===== config.mk =====
export PLATFORM = sky130hd
export DESIGN_NAME = peri_router
export DESIGN_NICKNAME = d
export VERILOG_FILES = /design/src/rtl/peri_router_pkg.sv /design/src/rtl/peri_timeout.sv /design/src/rtl/peri_router.sv
export SDC_FILE = /design/constraint.sdc
export NUM_CORES = 1
export LEC_CHECK = 0
export ABC_AREA = 0
export BUFFER_PORTS_ARGS = -buffer_cell sky130_fd_sc_hd__buf_4
export CORE_AREA = 2 2 208 210
export CTS_CLUSTER_DIAMETER = 30
export CTS_CLUSTER_SIZE = 14
export DETAILED_ROUTE_END_ITERATION = 7
export DIE_AREA = 0 0 210 212
export GPL_TIMING_DRIVEN = 0
export SYNTH_ARGS = -nofsm -noshare
export SYNTH_HDL_FRONTEND = slang
export SYNTH_SLANG_ARGS = --single-unit

===== constraint.sdc =====
create_clock -name clk -period 2.4 [get_ports clk]
set_input_delay 0.12 -clock clk [delete_from_list [all_inputs] [get_ports clk]]
set_output_delay 0.12 -clock clk [all_outputs]
set_load 0.02 [all_outputs]

===== src/rtl/peri_router_pkg.sv =====
// rtl/peri_router_pkg.sv - pipeconnect bundle types and router constants
package peri_router_pkg;

   typedef struct packed {
      logic [31:0] a;
      logic        r;
      logic        w;
      logic [31:0] wd;
      logic [3:0]  wbe;
   } peri_req_t;

   typedef struct packed {
      logic        hold;
      logic [31:0] rd;
   } peri_res_t;

   localparam int REQ_W = $bits(peri_req_t);
   localparam int RES_W = $bits(peri_res_t);

   localparam int PERI_ERR_UNMAPPED = 0;
   localparam int PERI_ERR_TIMEOUT  = 1;

   localparam int HOLD_CNT_W = 16;

   function automatic int idx_width(input int n);
      return (n > 1) ? $clog2(n) : 1;
   endfunction

endpackage


===== src/rtl/peri_timeout.sv =====
// rtl/peri_timeout.sv - stall watchdog: aborts a target holding HOLD for TIMEOUT cycles
module peri_timeout
   import peri_router_pkg::*;
#(
   parameter int TIMEOUT = 255
) (
   input  logic clk,
   input  logic rst,
   input  logic active,
   input  logic hold,
   output logic abort
);

   localparam logic [1:0] S_IDLE  = 2'd0;
   localparam logic [1:0] S_WAIT  = 2'd1;
   localparam logic [1:0] S_ABORT = 2'd2;

   localparam logic [HOLD_CNT_W-1:0] LIMIT = HOLD_CNT_W'(TIMEOUT);

   logic [1:0]            state;
   logic [HOLD_CNT_W-1:0] hold_cnt;
   logic [HOLD_CNT_W-1:0] cnt_next;

   // hold_cnt counts stalled cycles already shown to the master; the master sees exactly TIMEOUT of them
   assign cnt_next = (state == S_IDLE) ? HOLD_CNT_W'(1) : hold_cnt + HOLD_CNT_W'(1);

   always_ff @(posedge clk) begin
      if (rst) begin
         state    <= S_IDLE;
         hold_cnt <= '0;
      end else begin
         case (state)
            S_IDLE: begin
               if (active && hold) begin
                  hold_cnt <= cnt_next;
                  state    <= (cnt_next == LIMIT) ? S_ABORT : S_WAIT;
               end
            end
            S_WAIT: begin
               if (active && hold) begin
                  hold_cnt <= cnt_next;
                  if (cnt_next == LIMIT) begin
                     state <= S_ABORT;
                  end
               end else begin
                  state    <= S_IDLE;
                  hold_cnt <= '0;
               end
            end
            S_ABORT: begin
               state    <= S_IDLE;
               hold_cnt <= '0;
            end
            default: begin
               state    <= S_IDLE;
               hold_cnt <= '0;
            end
         endcase
      end
   end

   assign abort = (state == S_ABORT);

endmodule


===== src/rtl/peri_router.sv =====
// rtl/peri_router.sv - decodes the FF00_xxxx window to NT pipeconnect targets
// with local error replies, stall abort and error bookkeeping
module peri_router
   import peri_router_pkg::*;
#(
   parameter int          NT        = 4,
   parameter int          SLOT_BITS = 12,
   parameter int          TIMEOUT   = 255,
   parameter logic [31:0] ERR_DATA  = 32'hDEADBEEF,
   parameter int          CNT_W     = 16
) (
   input  logic                clk,
   input  logic                rst,
   input  logic [REQ_W-1:0]    peripheral_req,
   output logic [RES_W-1:0]    peripheral_res,
   output logic [NT*REQ_W-1:0] tgt_req,
   input  logic [NT*RES_W-1:0] tgt_res,
   output logic [1:0]          err_sticky,
   output logic [CNT_W-1:0]    err_count
);

   localparam int SEL_W = 16 - SLOT_BITS;
   localparam int IDX_W = idx_width(NT);

   peri_req_t        req;
   peri_res_t        tres [NT];
   logic [SEL_W-1:0] sel;
   logic             mapped;
   logic             strobe;
   logic             go;
   logic             tgt_hold;
   logic             hold;
   logic             accept;
   logic             abort;
   logic             unmapped_ev;
   logic             err_ev;
   logic [IDX_W-1:0] rd_sel;
   logic             rd_err;
   logic             pending;
   logic [31:0]      tgt_rd;
   logic [31:0]      rd_out;

   assign req    = peripheral_req;
   assign sel    = req.a[15:SLOT_BITS];
   assign mapped = (32'(sel) < 32'(NT));
   assign strobe = (req.r | req.w) & ~rst;
   assign go     = strobe & mapped & ~abort;

   for (genvar k = 0; k < NT; k++) begin : g_slice
      assign tres[k] = tgt_res[k*RES_W +: RES_W];
      assign tgt_req[k*REQ_W +: REQ_W] = {req.a,
                                          req.r & go & (32'(sel) == 32'(k)),
                                          req.w & go & (32'(sel) == 32'(k)),
                                          req.wd,
                                          req.wbe};
   end

   always_comb begin
      tgt_hold = 1'b0;
      for (int k = 0; k < NT; k++) begin
         if (32'(sel) == 32'(k)) begin
            tgt_hold = tres[k].hold;
         end
      end
   end

   assign hold        = go & tgt_hold;
   assign accept      = strobe & ~hold;
   assign unmapped_ev = accept & ~mapped;
   assign err_ev      = unmapped_ev | abort;

   peri_timeout #(
      .TIMEOUT (TIMEOUT)
   ) u_timeout (
      .clk    (clk),
      .rst    (rst),
      .active (strobe & mapped),
      .hold   (tgt_hold),
      .abort  (abort)
   );

   // an aborted read is completed locally, so it returns ERR_DATA like an unmapped one
   always_ff @(posedge clk) begin
      if (rst) begin
         pending <= 1'b0;
         rd_sel  <= '0;
         rd_err  <= 1'b0;
      end else begin
         pending <= accept & req.r;
         if (accept && req.r) begin
            rd_sel <= IDX_W'(sel);
            rd_err <= ~mapped | abort;
         end
      end
   end

   always_comb begin
      tgt_rd = '0;
      for (int k = 0; k < NT; k++) begin
         if (32'(rd_sel) == 32'(k)) begin
            tgt_rd = tres[k].rd;
         end
      end
   end

   assign rd_out         = !pending ? 32'h0 : (rd_err ? ERR_DATA : tgt_rd);
   assign peripheral_res = {hold, rd_out};

   always_ff @(posedge clk) begin
      if (rst) begin
         err_sticky <= '0;
         err_count  <= '0;
      end else begin
         if (unmapped_ev) begin
            err_sticky[PERI_ERR_UNMAPPED] <= 1'b1;
         end
         if (abort) begin
            err_sticky[PERI_ERR_TIMEOUT] <= 1'b1;
         end
         if (err_ev && (err_count != '1)) begin
            err_count <= err_count + CNT_W'(1);
         end
      end
   end

`ifdef SIMULATE_MAIN
   pipechecker u_chk_master (
      .clk (clk),
      .rst (rst),
      .req (peripheral_req),
      .res (peripheral_res)
   );
   for (genvar k = 0; k < NT; k++) begin : g_chk
      pipechecker u_chk_tgt (
         .clk (clk),
         .rst (rst),
         .req (tgt_req[k*REQ_W +: REQ_W]),
         .res (tgt_res[k*RES_W +: RES_W])
      );
   end
`endif

endmodule


==> flow_summary.json, run 1 <==
{
  "tns_ns": 0,
  "cts_max_path_buffers": 2,
  "ys_seq_elements": 40,
  "tightest_slew_ns": 0.8434,
  "async_flop_share": 0,
  "max-vdd-ir-drop_mv": 0.2078,
  "start_util": 0.1250,
  "drc": 0,
  "final_common_cell": "buf_4",
  "clkSlewWorstSetupHoldPaths_ns": 0.06,
  "status": "finished, final reports clean",
  "crit_fanout": 10,
  "leakage_nw": 4.657,
  "drt-initial-drc-count": 202,
  "final_area_mm2": 0.009698,
  "postCtsSetupBuffers": 0,
  "mostFrequentLayoutCells": "buf_4 (740), dfxtp_1 (39), nor2_1 (34)",
  "tritoncts": "built",
  "postSynthAreaPerCell_um2": 8.477,
  "wire_per_inst_um": 15.83,
  "power.density_mw_per_mm2": 315.4,
  "crit_type": "reg -> out",
  "grt_pass1_wl_mm": 34.93,
  "die_x_um": 210,
  "dieArea_mm2": 0.04452,
  "hp-class": "in -> reg",
  "setup_viol_count_final": 0,
  "syn_inst": 627,
  "syn_area_mm2": 0.005315,
  "clock_latency_ns": 0.29,
  "period_share": 0.9387,
  "seq_area_frac_synth": 0.1507,
  "gp_congestion": 0.7926,
  "fmax_mhz": 443.9,
  "path_cells": "clkbuf_1, clkbuf_2, mux4_2, o21a_1, buf_4",
  "drive_above_1_share": 0.7312,
  "synth.distinct_cells": 53,
  "firstDrtPassIters": 4,
  "pin_count": 535,
  "wirelength_mm": 26.11,
  "die_y_um": 212,
  "row_count": 76,
  "final_max_slew_viol_count": 0,
  "cp-start-kind": "flop",
  "fin_util": 0.2282,
  "h-tree-depth": 2,
  "syn_nets": 833,
  "hold_viol": 0,
  "crit_family": "buffers and inverters",
  "synth_edf_count": 0,
  "fill_cells": 4656,
  "grt_pass1_vias": 5510,
  "cts_hold_buf": 0,
  "cp-end-kind": "output port",
  "rsz0062_at_grt": "no",
  "grt_usage": 0.1053,
  "maxCapViolations": 0,
  "yosys_warnings": 0,
  "grt_overflow": 0,
  "area_delta_synth_final_pct": 82.46,
  "clockRootBuffer": "clkbuf_16",
  "synth-main-ff-cell": "dfxtp_1",
  "viasPerCell": 3.590,
  "ant_nets": 0,
  "antenna_found_initial": 8,
  "min_period_ns": 2.253,
  "fin_skew_ns": 0.004896,
  "grt_max_degree": 14,
  "required_ns": 2.28,
  "port_buffers": 467,
  "clkSinkCount": 40,
  "cts_buffers": 5,
  "critPathSlowestCell": "mux4_2",
  "slowest_delay_ns": 0.40,
  "arrival_ns": 2.13,
  "max-slew-margin-rel": 0.4356,
  "worst-path-buf-inv": 3,
  "dp.final_hpwl_mm": 23.02,
  "finalHoldWorstSlack_ns": 0.1622,
  "vias": 5920,
  "fin_ws_ns": 0.1472,
  "layout.nets": 1306,
  "pre_cts_ws_ns": 0.1389,
  "core_mm2": 0.04251,
  "place_area_mm2": 0.009504
}
[cell families after synthesis]
family                   after synthesis  synth area share
AO/OA/AOI/OAI                         91            0.1215
XOR/XNOR                              12           0.01977
adder cells (fa/ha/maj)                2          0.004707
buffers and inverters                307            0.4145
flip-flops                            40            0.1507
multiplexers                          37            0.1450
AND/OR/NAND/NOR                      138            0.1438
[cell usage after synthesis, types with 6 or more instances]
cell type | n | share of area
buf_4 | 273 | 0.39
o21ai_0 | 15 | 0.014
buf_2 | 8 | 0.0075
clkbuf_1 | 15 | 0.011
nor2b_1 | 9 | 0.011
nor2_1 | 34 | 0.024
nor4_1 | 10 | 0.012
nand4_1 | 8 | 0.0094
xor2_1 | 7 | 0.012
dfxtp_1 | 40 | 0.15
o21a_1 | 25 | 0.035
or3_1 | 12 | 0.014
nand3b_1 | 7 | 0.0099
nand3_1 | 12 | 0.011
inv_1 | 6 | 0.0042
mux4_2 | 32 | 0.14
a21oi_1 | 20 | 0.019
nand2_1 | 17 | 0.012
or4_1 | 6 | 0.0085
[metal layers]
metal  global-route usage  wire, um  vias up
met3              0.02600      1999       26
met4              0.03522       572        6
met2               0.1796     13020      269
met1               0.1297     10480     2737
met5                    0        36        -
li1                     -         -     2882
[final timing paths]
check	startpoint	end	cells after the start	slack [ns]
setup / recovery	rd_sel[1]	peripheral_res[6]	5	0.15
hold reg to reg	err_sticky[1]	err_sticky[1]	2	0.48
hold / removal	peripheral_req[50]	rd_sel[0]	3	0.16
setup reg to reg	u_timeout.hold_cnt[0]	u_timeout.state[1]	6	0.25
[metrics by stage]
stage | instances | power [mW]
2_1_floorplan | 627 | 1.610
3_3_place_gp | 1640 | 2.279
3_5_place_dp | 1640 | 2.292
4_1_cts | 1647 | 3.108
5_1_grt | 1649 | 3.209
6_report | 1649 | 3.059
[cell type report]
| type | instances | area (um^2) | area share |
|---|---|---|---|
| diodes | 2 | 5.005 | 0.0005161 |
| plain buffers | 300 | 2188 | 0.2256 |
| clock buffers | 5 | 125.1 | 0.01290 |
| clock inverters | 3 | 42.54 | 0.004387 |
| inverters | 6 | 22.52 | 0.002322 |
| multi-input cells | 280 | 2323 | 0.2396 |
| flip-flops and latches | 40 | 802.0 | 0.08270 |
| well taps | 546 | 683.2 | 0.07044 |
| repair buffers | 467 | 3506 | 0.3615 |
[where the power goes]
part	switching [mW]	leakage (nW)	internal, mW	total, mW
clock	0.306	0.0798	0.489	0.795
sequential	0.00971	0.324	0.672	0.682
combinational	0.708	4.25	0.873	1.58
total	1.02	4.66	2.04	3.06
[flip-flops by register name, indices dropped and copies added, names as in the netlist]
register	cells
rd_err	1
rd_sel	2
err_sticky	2
u_timeout.state	2
u_timeout.hold_cnt	16
pending	1
err_count	16
[worst register-to-register path, stage by stage, from the launching register on]
cell and delay (ns):
dfxtp_1 0.42, ha_1 0.28, nand3_1 0.26, nor4_2 0.44, xnor2_1 0.14, nor4_2 0.34, o2111a_1 0.22
[what timing repair did]
item                                   in CTS  in global routing
gates cloned                                0                  0
setup endpoints to repair                  29                 34
resized for setup                           3                  6
endpoints found under the hold margin       0                  0
Note: power is estimated with default switching activity, not from simulation.
==> run 2, diff against run 1 <==
--- a/config.mk
+++ b/config.mk
@@ -7,11 +7,12 @@
 export LEC_CHECK = 0
 export ABC_AREA = 0
 export BUFFER_PORTS_ARGS = -buffer_cell sky130_fd_sc_hd__buf_4
-export CORE_AREA = 2 2 208 210
+export CORE_AREA = 2 2 211 213
+export CTS_BUF_LIST = sky130_fd_sc_hd__clkbuf_4 sky130_fd_sc_hd__clkbuf_8
 export CTS_CLUSTER_DIAMETER = 30
 export CTS_CLUSTER_SIZE = 14
 export DETAILED_ROUTE_END_ITERATION = 7
-export DIE_AREA = 0 0 210 212
+export DIE_AREA = 0 0 213 215
 export GPL_TIMING_DRIVEN = 0
 export SYNTH_ARGS = -nofsm -noshare
 export SYNTH_HDL_FRONTEND = slang
==> run 2 against run 1 <==
  * Clock power shrank 23%
  * Cell count is 2.7% higher
  * Largest power group unchanged
  * Critical endpoint is now peripheral_res[1]
  * Combinational power about the same
  * Register-to-register slack about the same
  * Global-route usage down 1.5 points
  * Non-clock buffer count unchanged
  * Final area is the same
  * Sequential cell count stayed put
  * Count of clock-buffer cells in the layout grew 1
==> flow_summary.json, run 2 (synthesis results as in run 1) <==
{
  "status": "finished, final reports clean",
  "slowest_delay_ns": 0.37,
  "cp_num_cells": 5,
  "max-vdd-ir-drop_mv": 0.1648,
  "reg_top3": "err_count x16, u_timeout.hold_cnt x16",
  "finalHoldWorstSlack_ns": 0.1143,
  "grt_overflow": 0,
  "row_count": 77,
  "tritoncts": "built",
  "grt_usage": 0.09007,
  "wirelength_mm": 22.88,
  "tns_ns": 0,
  "clkSlewWorstSetupHoldPaths_ns": 0.09,
  "grt_max_degree": 14,
  "total_power_mw": 2.855,
  "drt-initial-drc-count": 192,
  "start_util": 0.1218,
  "power.density_mw_per_mm2": 294.3,
  "cts_hold_buf": 0,
  "dieArea_mm2": 0.04580,
  "post_cts_resized": 6,
  "dp_cells": 1686,
  "firstDrtPassIters": 4,
  "cp-end-kind": "output port",
  "mostFrequentLayoutCells": "buf_4 (743), dfxtp_1 (39), nor2_1 (34)",
  "fmax_mhz": 453.6,
  "final_max_slew_viol_count": 0,
  "min_period_ns": 2.205,
  "crit_family": "buffers and inverters",
  "area_delta_synth_final_pct": 82.46,
  "viasPerCell": 3.461,
  "cts_max_path_buffers": 2,
  "die_y_um": 215,
  "fin_skew_ns": 0.005751,
  "hold_viol": 0,
  "grt_pass1_wl_mm": 31.88,
  "num_antenna_cells": 0,
  "final_common_cell": "buf_4",
  "crit_type": "reg -> out",
  "leakage_nw": 4.640,
  "drc": 0,
  "arrival_ns": 2.08,
  "final_cell_count_no_fill": 1693,
  "worst-path-buf-inv": 3,
  "cp-start-kind": "flop",
  "tightest_slew_ns": 0.7106,
  "port_buffers": 467,
  "critPathSlowestCell": "clkbuf_2",
  "dp.final_hpwl_mm": 20.13,
  "wire_per_inst_um": 13.51,
  "required_ns": 2.28,
  "crit_fanout": 10,
  "die_x_um": 213,
  "rsz0062_at_grt": "no",
  "grt_pass1_vias": 5388,
  "rr_worst_depth": 7,
  "clockRootBuffer": "clkbuf_8",
  "vias": 5860,
  "pin_count": 535,
  "h-tree-depth": 2,
  "clock_latency_ns": 0.31,
  "period_share": 0.9186,
  "clkSinkCount": 40,
  "max-slew-margin-rel": 0.5245,
  "cts_buffers": 5,
  "min_path_cells": 3,
  "drive_above_1_share": 0.7302,
  "layout.nets": 1306,
  "maxCapViolations": 0,
  "path_cells": "clkbuf_1, clkbuf_2, mux4_2, o21a_1, buf_4",
  "postCtsSetupBuffers": 0,
  "hp-class": "in -> reg",
  "antenna_found_initial": 3,
  "ant_nets": 0,
  "setup_viol_count_final": 0,
  "gp_congestion": 0.7843,
  "core_mm2": 0.04364
}
==> run 2: routing by layer <==
metal	GRT usage	share of wire	up-vias
li1	-	-	2872
met1	0.1087	0.40	2728
met2	0.1610	0.51	240
met3	0.02382	0.084	14
met4	0.01422	0.0070	6
met5	0	0.0014	-
==> run 2: tightest hold or removal path, cell delays in order <==
cell,delay [ns]
buf_6,0.11
mux2i_1,0.07
nor2_1,0.09
==> run 2: final timing paths <==
| kind | endpoint | start | slack, ns |
|---|---|---|---|
| worst max-delay path | peripheral_res[1] | rd_sel[1] | 0.20 |
| worst min-delay path | rd_sel[0] | peripheral_req[50] | 0.11 |
| worst max register to register | err_count[9] | err_count[0] | 0.24 |
| worst min register to register | err_sticky[0] | err_sticky[0] | 0.48 |
==> run 2: final cells by class <==
class                      instances  area [um^2]
buffer                           300         2188
timing repair buffer             467         3506
tap                              592        740.7
sequential                        40        802.0
clock buffer                       6        82.58
multi-input combinational        280         2317
inverter                           6        22.52
clock inverter                     2        38.79
fill                            4855        33950
==> run 2: report_power, final <==
| part | internal (mW) | total (mW) | switching [mW] |
|---|---|---|---|
| combinational | 0.873 | 1.56 | 0.691 |
| clock | 0.340 | 0.610 | 0.270 |
| sequential | 0.672 | 0.681 | 0.00907 |
==> run 2: metrics by stage <==
step | cell area [um^2] | setup slack (ns) | util
detailed placement | 9562 | 0.1623 | 0.2191
finish | 9698 | 0.1954 | 0.2222
CTS | 9691 | 0.09065 | 0.2220
global placement | 9562 | 0.2017 | 0.2191
global route | 9698 | 0.02680 | 0.2222
floorplan | 5315 | 0.5343 | -
==> run 3, diff against run 2 <==
--- a/config.mk
+++ b/config.mk
@@ -6,13 +6,13 @@
 export NUM_CORES = 1
 export LEC_CHECK = 0
 export ABC_AREA = 0
-export BUFFER_PORTS_ARGS = -buffer_cell sky130_fd_sc_hd__buf_4
-export CORE_AREA = 2 2 211 213
+export CORE_AREA = 2 2 209 211
 export CTS_BUF_LIST = sky130_fd_sc_hd__clkbuf_4 sky130_fd_sc_hd__clkbuf_8
 export CTS_CLUSTER_DIAMETER = 30
 export CTS_CLUSTER_SIZE = 14
 export DETAILED_ROUTE_END_ITERATION = 7
-export DIE_AREA = 0 0 213 215
+export DIE_AREA = 0 0 211 213
+export DONT_BUFFER_PORTS = 1
 export GPL_TIMING_DRIVEN = 0
 export SYNTH_ARGS = -nofsm -noshare
 export SYNTH_HDL_FRONTEND = slang
==> run 3 against run 2 <==
  * Fmax shrank 1.5%
  * Die area shrank 1.9%
  * Wire length shrank 8.6%
  * Sequential cell count is the same
  * Register-to-register slack lost 0.03 ns
  * Critical endpoint is now peripheral_res[9]
==> flow_summary.json, run 3 (synthesis results as in run 1) <==
{
  "min_period_ns": 2.237,
  "pin_count": 535,
  "hp-class": "in -> reg",
  "min_path_cells": 1,
  "finalHoldWorstSlack_ns": 0.06333,
  "pwr-share-seq": 0.300,
  "postCtsSetupBuffers": 0,
  "maxCapViolations": 0,
  "arrival_ns": 2.12,
  "wirelength_mm": 20.92,
  "start_util": 0.1245,
  "power_frac_comb": 0.436,
  "period_share": 0.9322,
  "viasPerCell": 3.691,
  "drc": 0,
  "clkSinkCount": 40,
  "cts_hold_buf": 0,
  "die_y_um": 213,
  "cp-end-kind": "output port",
  "hold_path_end": "pending",
  "final-seq-area_um2": 800.8,
  "power.density_mw_per_mm2": 372.5,
  "r2r-start": "u_timeout.hold_cnt[0]",
  "tritoncts": "built",
  "gp_congestion": 0.7782,
  "h-tree-depth": 2,
  "fill_cells": 4797,
  "antenna_found_initial": 15,
  "grt_overflow": 0,
  "wire_per_inst_um": 17.64,
  "hp-start": "peripheral_req[37]",
  "status": "finished, final reports clean",
  "firstDrtPassIters": 4,
  "setup_viol_count_final": 0,
  "layout.nets": 839,
  "die_x_um": 211,
  "final_max_slew_viol_count": 0,
  "p_clk_frac": 0.264,
  "rsz0062_at_grt": "no",
  "switching_share": 0.3746,
  "rr_worst_depth": 6,
  "wl_met3_mm": 2.512,
  "ant_nets": 0,
  "met1_length_mm": 8.395,
  "port_buffers": 0,
  "reg2reg_slack_ns": 0.21,
  "p_int_mw": 1.437,
  "grt_pass1_vias": 3627,
  "leakage_nw": 2.375,
  "dp.final_hpwl_mm": 18.26,
  "fin_skew_ns": 0.01111,
  "grt_max_degree": 14,
  "crit_type": "reg -> out",
  "clockRootBuffer": "clkbuf_8",
  "area_delta_synth_final_pct": 16.03,
  "cts_buffers": 5,
  "clock_latency_ns": 0.30,
  "required_ns": 2.28,
  "wl_met2_mm": 9.640,
  "vias": 4377,
  "core_mm2": 0.04270,
  "clkSlewWorstSetupHoldPaths_ns": 0.09,
  "grt_pass1_wl_mm": 25.43,
  "hold_viol": 0,
  "route.top_layer_used": "met5",
  "drt-initial-drc-count": 319,
  "mostFrequentLayoutCells": "buf_4 (276), dfxtp_1 (40), nor2_1 (33)",
  "max-slew-margin-rel": 0.4131,
  "max-vdd-ir-drop_mv": 0.1655,
  "tightest_slew_ns": 0.8770,
  "crit_fanout": 10,
  "cts_max_path_buffers": 2,
  "fin_util": 0.1444,
  "grt_usage": 0.07997,
  "post_cts_resized": 6,
  "reg_top3": "err_count x16, u_timeout.hold_cnt x16",
  "final_common_cell": "buf_4",
  "r2r-end": "u_timeout.state[1]",
  "fmax_mhz": 447.0,
  "switching_power_mw": 0.8606,
  "row_count": 76,
  "multiInputGateArea_mm2": 0.002338,
  "dieArea_mm2": 0.04494,
  "drive_above_1_share": 0.5315,
  "cp-start-kind": "flop",
  "tns_ns": 0
}
-- run 3: cell types whose count changed in the layout (fill, tap and decap cells not counted), sizes merged --
cell	change
buf	-467
diode	+6
-- run 3: worst max path at each step --
stage | to | from | depth (start not counted) | slack (ns)
2_1_floorplan | err_count[7] | err_count[0] | 7 | 0.53
3_3_place_gp | tgt_req[37] | u_timeout.state[0] | 4 | 0.06
3_5_place_dp | tgt_req[37] | u_timeout.state[0] | 4 | 0.02
4_1_cts | peripheral_res[9] | rd_sel[0] | 4 | 0.005
5_1_grt | peripheral_res[9] | rd_sel[1] | 4 | 0.006
6_report | peripheral_res[9] | rd_sel[1] | 4 | 0.16
-- run 3: per-stage QoR --
step | setup slack (ns) | total power, mW | area [um^2] | instances
after floorplan | 0.5343 | 1.610 | 5315 | 627
after global placement | 0.06153 | 1.708 | 5998 | 1173
after detailed placement | 0.02329 | 1.709 | 5998 | 1173
after CTS | 0.004859 | 2.324 | 6138 | 1181
after global routing | 0.006365 | 2.405 | 6162 | 1184
final | 0.1627 | 2.297 | 6167 | 1186
-- run 3: power groups by stage --
stage,Combinational [mW],Sequential (mW),Clock [mW]
finish,1.00,0.688,0.607
global route,1.05,0.691,0.661
CTS,1.01,0.687,0.628
detailed placement,1.01,0.703,0
global placement,1.00,0.703,0
floorplan,0.913,0.697,0
-- run 3: area by class of cell --
| type | count | area share |
|---|---|---|
| Antenna cell | 6 | 0.002435 |
| Buffer | 300 | 0.3544 |
| Clock buffer | 6 | 0.01339 |
| Clock inverter | 2 | 0.006289 |
| Inverter | 6 | 0.003652 |
| Multi-Input combinational cell | 280 | 0.3792 |
| Sequential cell | 40 | 0.1298 |
| Tap cell | 546 | 0.1108 |
-- run 3: layer usage --
layer | GRT usage | vias to the layer above
li1 | - | 1946
met1 | 0.1093 | 2100
met2 | 0.1157 | 301
met3 | 0.02897 | 18
met4 | 0.02550 | 12
met5 | 0 | -
-- run 3: critical path, cell delays in order, from the launching register on --
cell and delay [ns]:
dfxtp_1 0.35, clkbuf_1 0.25, clkbuf_1 0.52, mux4_2 0.40
o21a_1 0.29
